### src/rtl/shot_scheduler.sv
// Bullet pool for a paddle shooter: launches on frame start from a synchronised fire
// button, moves bullets upward once per frame and renders them on the raster.
module shot_scheduler #(
  parameter int          NSLOT        = 4,
  parameter int          BULLET_W     = 4,
  parameter int          BULLET_H     = 8,
  parameter int          BULLET_VEL   = 8,
  parameter int          COOLDOWN     = 8,
  parameter int          VRES         = 480,
  parameter int          PADDLE_H     = 8,
  parameter int          LAUNCH_Y     = VRES - PADDLE_H - BULLET_H,
  parameter logic [23:0] BULLET_COLOR = 24'hFFFF00
) (
  input  logic                    pixel_clk,
  input  logic                    rst,
  input  logic                    fsync,
  input  logic signed [11:0]      hpos,
  input  logic signed [11:0]      vpos,
  input  logic                    fire,
  input  logic                    game_en,
  input  logic [11:0]             paddle_center_x,
  input  logic [NSLOT-1:0]        hit_clr,
  output logic [NSLOT-1:0]        slot_valid,
  output logic [NSLOT-1:0]        slot_hit,
  output logic                    active,
  output logic [2:0][7:0]         pixel,
  output logic [7:0]              shot_count
);

  localparam int CD_W = (COOLDOWN > 0) ? $clog2(COOLDOWN + 1) : 1;
  localparam logic signed [11:0] VEL_S    = 12'(BULLET_VEL);
  localparam logic signed [11:0] LAUNCH_S = 12'(LAUNCH_Y);
  localparam logic [11:0]        HALF_W   = 12'(BULLET_W / 2);
  localparam logic signed [13:0] W_M1     = 14'(BULLET_W - 1);
  localparam logic signed [13:0] H_M1     = 14'(BULLET_H - 1);

  typedef enum logic {FREE = 1'b0, FLYING = 1'b1} slot_state_t;

  slot_state_t              state_q [NSLOT];
  slot_state_t              state_d [NSLOT];
  logic [11:0]              x_q     [NSLOT];
  logic [11:0]              x_d     [NSLOT];
  logic signed [11:0]       ytop_q  [NSLOT];
  logic signed [11:0]       ytop_d  [NSLOT];

  logic [2:0]      fire_sync;
  logic            fire_req;
  logic [CD_W-1:0] cooldown;
  logic [NSLOT-1:0] launch_sel;
  logic            slot_found;
  logic            launch;
  logic [11:0]     launch_x;

  // Lowest-index FREE slot that is not being killed this cycle.
  always_comb begin
    launch_sel = '0;
    slot_found = 1'b0;
    for (int i = 0; i < NSLOT; i++) begin
      if (!slot_found && state_q[i] == FREE && !hit_clr[i]) begin
        launch_sel[i] = 1'b1;
        slot_found    = 1'b1;
      end
    end
    launch   = fsync && fire_req && (cooldown == '0) && game_en && slot_found;
    launch_x = (paddle_center_x < HALF_W) ? 12'd0 : paddle_center_x - HALF_W;
  end

  // Kill beats everything; a slot launched this fsync was FREE, so it never also moves.
  always_comb begin
    for (int i = 0; i < NSLOT; i++) begin
      state_d[i] = state_q[i];
      x_d[i]     = x_q[i];
      ytop_d[i]  = ytop_q[i];
      if (hit_clr[i] || !game_en) begin
        state_d[i] = FREE;
      end else if (fsync) begin
        if (state_q[i] == FLYING) begin
          if (ytop_q[i] < VEL_S) state_d[i] = FREE;
          else                   ytop_d[i]  = ytop_q[i] - VEL_S;
        end else if (launch && launch_sel[i]) begin
          state_d[i] = FLYING;
          x_d[i]     = launch_x;
          ytop_d[i]  = LAUNCH_S;
        end
      end
    end
  end

  always_ff @(posedge pixel_clk) begin
    if (rst) begin
      for (int i = 0; i < NSLOT; i++) begin
        state_q[i] <= FREE;
        x_q[i]     <= '0;
        ytop_q[i]  <= '0;
      end
      fire_sync  <= '0;
      fire_req   <= 1'b0;
      cooldown   <= '0;
      shot_count <= '0;
    end else begin
      for (int i = 0; i < NSLOT; i++) begin
        state_q[i] <= state_d[i];
        x_q[i]     <= x_d[i];
        ytop_q[i]  <= ytop_d[i];
      end
      fire_sync <= {fire_sync[1:0], fire};
      if (fsync)                          fire_req <= 1'b0;
      else if (fire_sync[2] && game_en)   fire_req <= 1'b1;
      if (fsync && game_en) begin
        if (launch)                cooldown <= CD_W'(COOLDOWN);
        else if (cooldown != '0)   cooldown <= cooldown - 1'b1;
      end
      if (launch) shot_count <= shot_count + 8'd1;
    end
  end

  logic signed [13:0] hp14, vp14;
  assign hp14 = $signed({{2{hpos[11]}}, hpos});
  assign vp14 = $signed({{2{vpos[11]}}, vpos});

  for (genvar g = 0; g < NSLOT; g++) begin : g_slot
    logic signed [13:0] xl, yt;
    assign xl            = $signed({2'b00, x_q[g]});
    assign yt            = $signed({{2{ytop_q[g][11]}}, ytop_q[g]});
    assign slot_valid[g] = (state_q[g] == FLYING);
    assign slot_hit[g]   = slot_valid[g] && (hp14 >= xl) && (hp14 <= xl + W_M1)
                           && (vp14 >= yt) && (vp14 <= yt + H_M1);
  end

  assign active = |slot_hit;
  assign pixel  = active ? BULLET_COLOR : 24'h000000;

endmodule

### config.mk
export PLATFORM = sky130hd
export DESIGN_NAME = shot_scheduler
export DESIGN_NICKNAME = d
export VERILOG_FILES = /design/src/rtl/shot_scheduler.sv
export SDC_FILE = /design/constraint.sdc
export NUM_CORES = 1
export LEC_CHECK = 0
export ABC_AREA = 1
export CORE_UTILIZATION = 55
export CTS_CLUSTER_DIAMETER = 200
export DETAILED_ROUTE_END_ITERATION = 8
export PLACE_DENSITY_LB_ADDON = 0.1
export SYNTH_ARGS = -nofsm -noshare
export SYNTH_HDL_FRONTEND = slang
export SYNTH_SLANG_ARGS = --single-unit
### constraint.sdc
create_clock -name pixel_clk -period 4.7 [get_ports pixel_clk]
set_clock_uncertainty 0.15 [all_clocks]
set_input_delay 0.705 -clock pixel_clk [delete_from_list [all_inputs] [get_ports pixel_clk]]
set_output_delay 0.705 -clock pixel_clk [all_outputs]
set_load 0.005 [all_outputs]
# Word level (Yosys, flattened, before mapping)
# Memory sizes are Yosys's and may differ from the RTL's.
# Cells that the tools add are included.
dict set report word_totals {
  inputBits 45
  register_bits 16
  mem_bits_rw 100
  mem_count 3
  output_inout_bits 41
}
# name depth word_bits rd rd_clocked_by_memory_dff wr line
set memory_table {}
lappend memory_table {x_q 4 12 4 0 4 41} ;# logic [11:0] x_q [NSLOT];
lappend memory_table {ytop_q 4 12 4 0 4 43} ;# logic signed [11:0] ytop_q [NSLOT];
lappend memory_table {state_q 4 1 4 0 4 39} ;# slot_state_t state_q [NSLOT];
dict set report op_classes {
  bitwise_logic 16
  muxes 82
  add_sub_neg 15
  n_reduce_logical 51
  order_cmp 21
}
# cell count
set op_table {}
lappend op_table {{$mux 12} 45}
lappend op_table {{$le 12x14->1} 4}
lappend op_table {{$add 12x2->13 const B} 4}
lappend op_table {{$add 12x4->13 const B} 4}
lappend op_table {{$ge 12x13->1} 4}
lappend op_table {{$le 12x13->1} 4}
lappend op_table {{$ge 12x12->1} 4}
lappend op_table {{$lt 12x5->1 const B} 4}
lappend op_table {{$sub 12x5->12 const B} 4}
lappend op_table {{$mux 1} 34}
lappend op_table {{$logic_and 1x1->1} 33}
lappend op_table {{$mux 24} 1}
lappend op_table {{$lt 12x2->1 const B} 1}
lappend op_table {{$or 1x1->1} 12}
lappend op_table {{$sub 12x2->12 const B} 1}
lappend op_table {{$add 8x1->8 const B} 1}
lappend op_table {{$logic_not 1->1} 8}
lappend op_table {{$mux 4} 2}
lappend op_table {{$logic_not 4->1} 1}
lappend op_table {{$logic_or 1x1->1} 4}
lappend op_table {{$not 1->1} 4}
lappend op_table {{$reduce_bool 4->1} 1}
lappend op_table {{$reduce_or 4->1} 1}
lappend op_table {{$sub 4x1->4 const B} 1}
lappend op_table {{other kinds (3)} 3}

# Depth between registers and ports, before layout
# Gate-level depths: netlist (run 1).
# An unclocked memory read counts as a cell.
dict set report depth {
  ltp_word 23
  mapped_depth 22
  depth_no_buf 21
}

# Least setup slack after synthesis (run 1)
# OpenSTA, ideal clock, no wires.
dict set report synth_timing {
  kind {reg2out}
  startpoint {memory x_q[1][0]}
  endpoint {output pixel[10] in the netlist's numbering}
  path_slack_ns 1.010
  stages_incl_launch_ff 21
  t_arrival_ns 2.835
  cell_sequence {dfxtp_1 > inv_1 > ha_1 > nor3_1 > inv_1 > nor3_1 > inv_1 > nor3_1 > xor2_1 > ha_1 > nand2_1 > nor2_1 > nand3_1 > nand2_1 > nor2_1 > nand2_1 > nand4_1 > nand2_1 > inv_1 > nand2_1 > buf_4}
}
# element line
set synth_lines {}
lappend synth_lines {{start: declaration} 41}
lappend synth_lines {{end: declaration} 26} ;# output logic [2:0][7:0] pixel,

==> results.md, run 1 <==
* Port bufs at 77
* Startpoint Class: input port
* Multi-input combinational cell area at 6670 um2
* Rows at 48
* Cts-stage hold buffer count at 0
* Worst slew margin at 0.431
* CTS Root Cell: clkbuf_16
* Worst Max-Slew Pin Slew at around 0.85 ns
* Reg area at roughly 2100 um2
* Die Y at 135 um
* Flop and latch count out of synthesis at 104
* Fillcell total at 1606
* Yosys top cell area share at 0.213
* Pins Over Slew Limit at 0
* Total Wirelength at 26400 um
* Most common cell after layout, fill and taps aside: nand2_1
* WL/cell at 14.8 um
* Number of global-route vias before repair at 8748
* Setup violators final at 0
* Antenna Cells at 0
* Vias post-DR at 9423
* Grt total ovfl at 0
* Total Routing Usage GR at 0.292
* Gpl congestion at ~0.90
* Latest clock arrival within the worst-skew pair at 0.37 ns
* Final hold violation count at 0
* Worst-path maximum fanout at 8
* Top-Level Pins at 86
* Syn avg cell area at between 6 and 7 um2
* Clock sinks at 104
* HP Class: flip-flop to flip-flop
* Largest net degree at the start of global routing at 49
* Gate Count Post-Synth at 1479
* Final core utilization at 0.655
* WP data arrival at 3.65 ns
* Post-synth top flop: dfxtp_1
* Status: finished, final reports clean
* First-pass GRT wire length at 41800 um
* Fraction of registers with async set/reset at 0
* CTS Buf Count at 9
* Mapped Area at 9760 um2
* Nets at around 1800
* Post-route ant nets at 0
* Worst Path Required at 3.85 ns
* DRC viols at 0
* Initial Util at 0.564
* Layout area overhead at 16.1%
* Yosys top cell by area: dfxtp_1
* Synth cell types at 44
* Minimum clock period at 4.51 ns
* CTS tree: done
* Post-DP HPWL at between 20000 and 25000 um
* TritonRoute pass-1 iters at 5
* DRT iter0 DRCs at between 400 and 500
* Max-cap violations at 0
* Clock slew at reported path FFs at 0.08 ns
* Sequential fraction of the synthesis area at 0.213
* Area contributors post-synth: dfxtp_1 (21%), ha_1 (20%), nand2_1 (12%), inv_1 (8.8%), a21oi_1 (7.2%)
* Core Area at 17300 um2
* Clock Path Buffers at 2
* Die Wd at 135 um
* Die ar. at 18300 um2
* Max IR drop VDD at roughly 0.2 mV
* Most frequent cells in the layout: nand2_1 (307), inv_1 (224), ha_1 (151), nor2_1 (139), a21oi_1 (136)
* Type of the worst setup path: input port to output pin
* Drt via density at 5.27
* Number of synthesized flops with an enable pin at 0
* Critical Path End Type: output pin
* FMAX at about 220 MHz
* Ys Warns at 0
* Initial antenna violation count at 0
* Final TNS setup at 0 ns
* Max H-tree Level at 3
* Share of layout cells above drive strength 1 at 0.0813
* PD cells at roughly 180 nW/um2
* Leak Pwr at 0.00544 uW
* Final period utilization at 0.959
metrics by stage:
stage          instance area (um2)  instances  worst slack, ns  hold slack (ns)  total power [uW]
3_5_place_dp                 10700       1766            0.152            0.245              1280
2_1_floorplan                 9790       1486             1.01            0.238              1140
5_1_grt                      11300       1788          -0.0460            0.266              2180
4_1_cts                      11100       1782           0.0130            0.257              2090
6_report                     11300       1788            0.194            0.257              2080
3_3_place_gp                 10700       1766            0.207            0.239              1280
repair_timing:
action / 4_1_cts / 5_1_grt
resized for setup: 2 / 62
setup endpoints to repair: 17 / 20
cloned: 0 / 1
pin swaps: 0 / 17
buffers inserted: 0 / 5
logic make-up (layout without fill, tap and decap cells):
group / after synthesis / after routing / synth area share
and+or+nand+nor: 632 / 632 / 0.279
buffers and inverters: 285 / 362 / 0.124
AOI/OAI and AO/OA: 253 / 253 / 0.140
adders and majority gates: 156 / 156 / 0.200
DFF: 104 / 104 / 0.213
xor gates and xnor gates: 48 / 48 / 0.0431
other: 1 / 8 / 0.000384
state kept, by name (all words and copies together), names as in the netlist:
signal	count
cooldown	4
shot_count	8
fire_sync	3
fire_req	1
x_q	48
state_q	4
ytop_q	36
critical path, cell delays in order:
cell	delay, ns
clkdlybuf4s50_1	0.65
buf_4	0.27
ha_1	0.28
nand2_1	0.06
nor2_1	0.19
nand2_1	0.08
nand3_1	0.08
nand2_1	0.05
nand2_1	0.07
nand2_1	0.05
nand2_1	0.05
nand2_1	0.04
nor2_1	0.09
nand2_1	0.07
nand2_1	0.08
inv_1	0.08
nand2_4	0.10
clkbuf_16	0.15
clkdlybuf4s50_1	0.49
routing by layer:
metal | GRT usage | part of all wire | vias up
li1 | - | - | 4927
met1 | 0.342 | 0.44 | 4195
met2 | 0.530 | 0.48 | 229
met3 | 0.0370 | 0.040 | 72
met4 | 0.128 | 0.038 | 0
met5 | 0 | 0 | -
final cells by class:
class                   instances  share of cell area
clock buffers                   9              0.0199
well taps                     225              0.0248
multi-input cells            1097               0.589
repair buffers                112              0.0972
clock inverters                 7             0.00740
flip-flops and latches        104               0.184
inverters                     234              0.0780
cells in the mapped netlist, types with 6 or more instances:
cell and count:
a21oi_1 140, a21oi_2 6, buf_2 6, buf_4 29, clkbuf_1 13, dfxtp_1 104, ha_1 156, inv_1 230
nand2_1 312, nand2_2 6, nand2_4 7, nand3_1 94, nand3b_1 8, nand4_1 18, nor2_1 144, nor3_1 28
o21a_1 7, o21ai_0 75, xor2_1 46
path summary, 6_finish.rpt:
kind | start | slack, ns | to | cells past startpoint
worst max-delay path | hpos[1] | 0.19 | pixel[22] | 19
worst max register to register | state_q[0] | 2.32 | ytop_q[2][3] | 12
worst min-delay path | fire_sync[0] | 0.26 | fire_sync[1] | 2
worst min register to register | fire_sync[0] | 0.26 | fire_sync[1] | 2
power by group:
group | internal [uW] | total, uW | switching, uW
combinational | 154 | 383 | 229
sequential | 885 | 889 | 4.06
clock | 385 | 809 | 424
total | 1420 | 2080 | 657
Note: power is estimated with default switching activity, not from simulation.
==> inputs of run 2 (changes only) <==
--- a/config.mk
+++ b/config.mk
@@ -9,6 +9,7 @@
 export CORE_UTILIZATION = 55
 export CTS_CLUSTER_DIAMETER = 200
 export DETAILED_ROUTE_END_ITERATION = 8
+export MAX_ROUTING_LAYER = met4
 export PLACE_DENSITY_LB_ADDON = 0.1
 export SYNTH_ARGS = -nofsm -noshare
 export SYNTH_HDL_FRONTEND = slang
==> run 2 against run 1 <==
Compared with the run above:
- die area unchanged
- utilization shrank 0.24 points
- first-iteration DRC count grew 7.1%
- global-route usage is 1.2 points higher
==> results.md, run 2 (synthesis results as in run 1) <==
* Status: finished, final reports clean
* Gate power share at 0.184
* Die Y at 135 um
* Startpoint Class: flip-flop
* Setup violators final at 0
* Biggest regs: x_q: 48 flops, ytop_q: 36 flops, shot_count: 8 flops
* CTS Root Cell: clkbuf_16
* DRT iter0 DRCs at approximately 500
* Critical Path End Type: output pin
* Worst Max-Slew Pin Slew at 0.817 ns
* Antenna Cells at 0
* Pins Over Slew Limit at 0
* Minimum clock period at roughly 4.6 ns
* Final core utilization at 0.653
* WP data arrival at about 3.7 ns
* Largest net degree at the start of global routing at 49
* HP Class: flip-flop to flip-flop
* Sw Pwr at 648 uW
* First-pass GRT wire length at ~42000 um
* PD cells at 183 nW/um2
* Worst Path Required at slightly below 4 ns
* Initial Util at 0.564
* Internal power at 1420 uW
* Worst-path maximum fanout at 8
* Max IR drop VDD at 0.184 mV
* Post-route insts no fill at 1786
* Register share of total power at 0.430
* Gpl congestion at roughly 0.89
* Top reg by flops: x_q
* Minimum hold slack at 0.257 ns
* DRC viols at 0
* Grt total ovfl at 0
* WL/cell at approximately 15 um
* Total Routing Usage GR at 0.304
* TritonRoute pass-1 iters at 4
* Final TNS setup at 0 ns
* Final hold violation count at 0
* Rows at 48
* Post-route ant nets at 0
* Largest register FFs at 48
* Clock slew at reported path FFs at 0.09 ns
* Core Area at 17300 um2
* Max-cap violations at 0
* Placed Instances at between 1500 and 2000
* Worst slew margin at 0.454
* Worst Hold Depth at 2
* Port bufs at 77
* Total Wirelength at roughly 27000 um
* Max H-tree Level at 3
* Clock sinks at 104
* Post-DP HPWL at 20300 um
* Cts-stage hold buffer count at 0
* Top-Level Pins at 86
* Share of layout cells above drive strength 1 at 0.0814
* Leak Pwr at 0.00525 uW
* Type of the worst setup path: flip-flop to output pin
* Initial antenna violation count at 0
* Final period utilization at 0.969
* Sw Ratio at 0.313
* Die Wd at 135 um
* Drt via density at about 5.3
* Clock network power share at 0.385
* Layout area overhead at 15.7%
* FMAX at 220 MHz
* Vias post-DR at about 9400
* Number of global-route vias before repair at 8809
* Clock Path Buffers at 2
* Worst reg2reg path depth at 13
* CTS Buf Count at 9
* Most frequent cells in the layout: nand2_1 (308), inv_1 (224), ha_1 (152), nor2_1 (140), a21oi_1 (134)
* Most common cell after layout, fill and taps aside: nand2_1
* Die ar. at ~18000 um2
* Nets at 1757
* CTS tree: done
* Latest clock arrival within the worst-skew pair at 0.37 ns
[run 2: cell types whose count changed in the layout (fill, tap and decap cells not counted), moves of 2 or more]
cell             previous run  this run
clkdlybuf4s50_1            62        70
ha_4                        2         0
dfxtp_1                   101        99
buf_4                      33        30
dlymetal6s2s_1             15         7
dfxtp_2                     3         5
a21oi_1                   136       134
[run 2: critical path, cell delays in order, from the launching register on]
cell and delay (ns):
dfxtp_2 0.34, inv_1 0.08, ha_2 0.21, nor2_1 0.10, nand2_1 0.11, nor3_2 0.16, buf_4 0.16, nand2_1 0.06
nor2_2 0.09, xor2_1 0.14, inv_1 0.06, ha_1 0.29, nand4_1 0.13, o31ai_2 0.25, a21oi_1 0.07, nand2_1 0.12
nand2_2 0.08, nand2_1 0.06, inv_1 0.07, nand2_4 0.11, clkbuf_16 0.15, clkdlybuf4s50_1 0.50
[run 2: timing repair]
item / in CTS / in global routing
pin swaps: 0 / 14
endpoints found under the setup margin: 17 / 21
buffers inserted: 0 / 5
gates resized for setup: 1 / 58
gates cloned: 0 / 1
endpoints found under the hold margin: 0 / 0
[run 2: layout make-up]
class / count / area [um2]
tap: 225 / 282
sequential: 104 / 2090
clock inverter: 7 / 76.3
clock buffer: 9 / 225
inverter: 234 / 883
multi-input combinational: 1097 / 6670
fill: 1641 / 6010
timing repair buffer: 110 / 1070
[run 2: through the flow]
step | area, um2 | setup slack, ns | total power (uW)
6_report | 11300 | 0.145 | 2070
5_1_grt | 11300 | -0.0672 | 2170
4_1_cts | 11000 | 0.00868 | 2080
3_5_place_dp | 10700 | 0.123 | 1280
3_3_place_gp | 10700 | 0.234 | 1280
2_1_floorplan | 9790 | 1.01 | 1140
[run 2: final timing paths]
path                startpoint      endpoint  slack, ns
setup / recovery     x_q[3][0]     pixel[17]       0.15
hold / removal    fire_sync[0]  fire_sync[1]       0.26
setup reg to reg   cooldown[0]  ytop_q[2][3]       2.37
hold reg to reg   fire_sync[0]  fire_sync[1]       0.26
[run 2: power groups by stage]
stage | sequential [uW] | combinational, uW | clock, uW
after global routing | 890 | 433 | 845
after floorplan | 909 | 232 | 0
final | 890 | 381 | 796
after detailed placement | 910 | 372 | 0
after global placement | 910 | 365 | 0
after CTS | 889 | 376 | 811
[run 2: routing by layer]
| layer | global-route usage | wire length (um) | vias to the layer above |
|---|---|---|---|
| li1 | - | - | 4928 |
| met1 | 0.350 | 11800 | 4233 |
| met2 | 0.535 | 13000 | 198 |
| met3 | 0.0460 | 1070 | 68 |
| met4 | 0.106 | 828 | 0 |
| met5 | - | 0 | - |
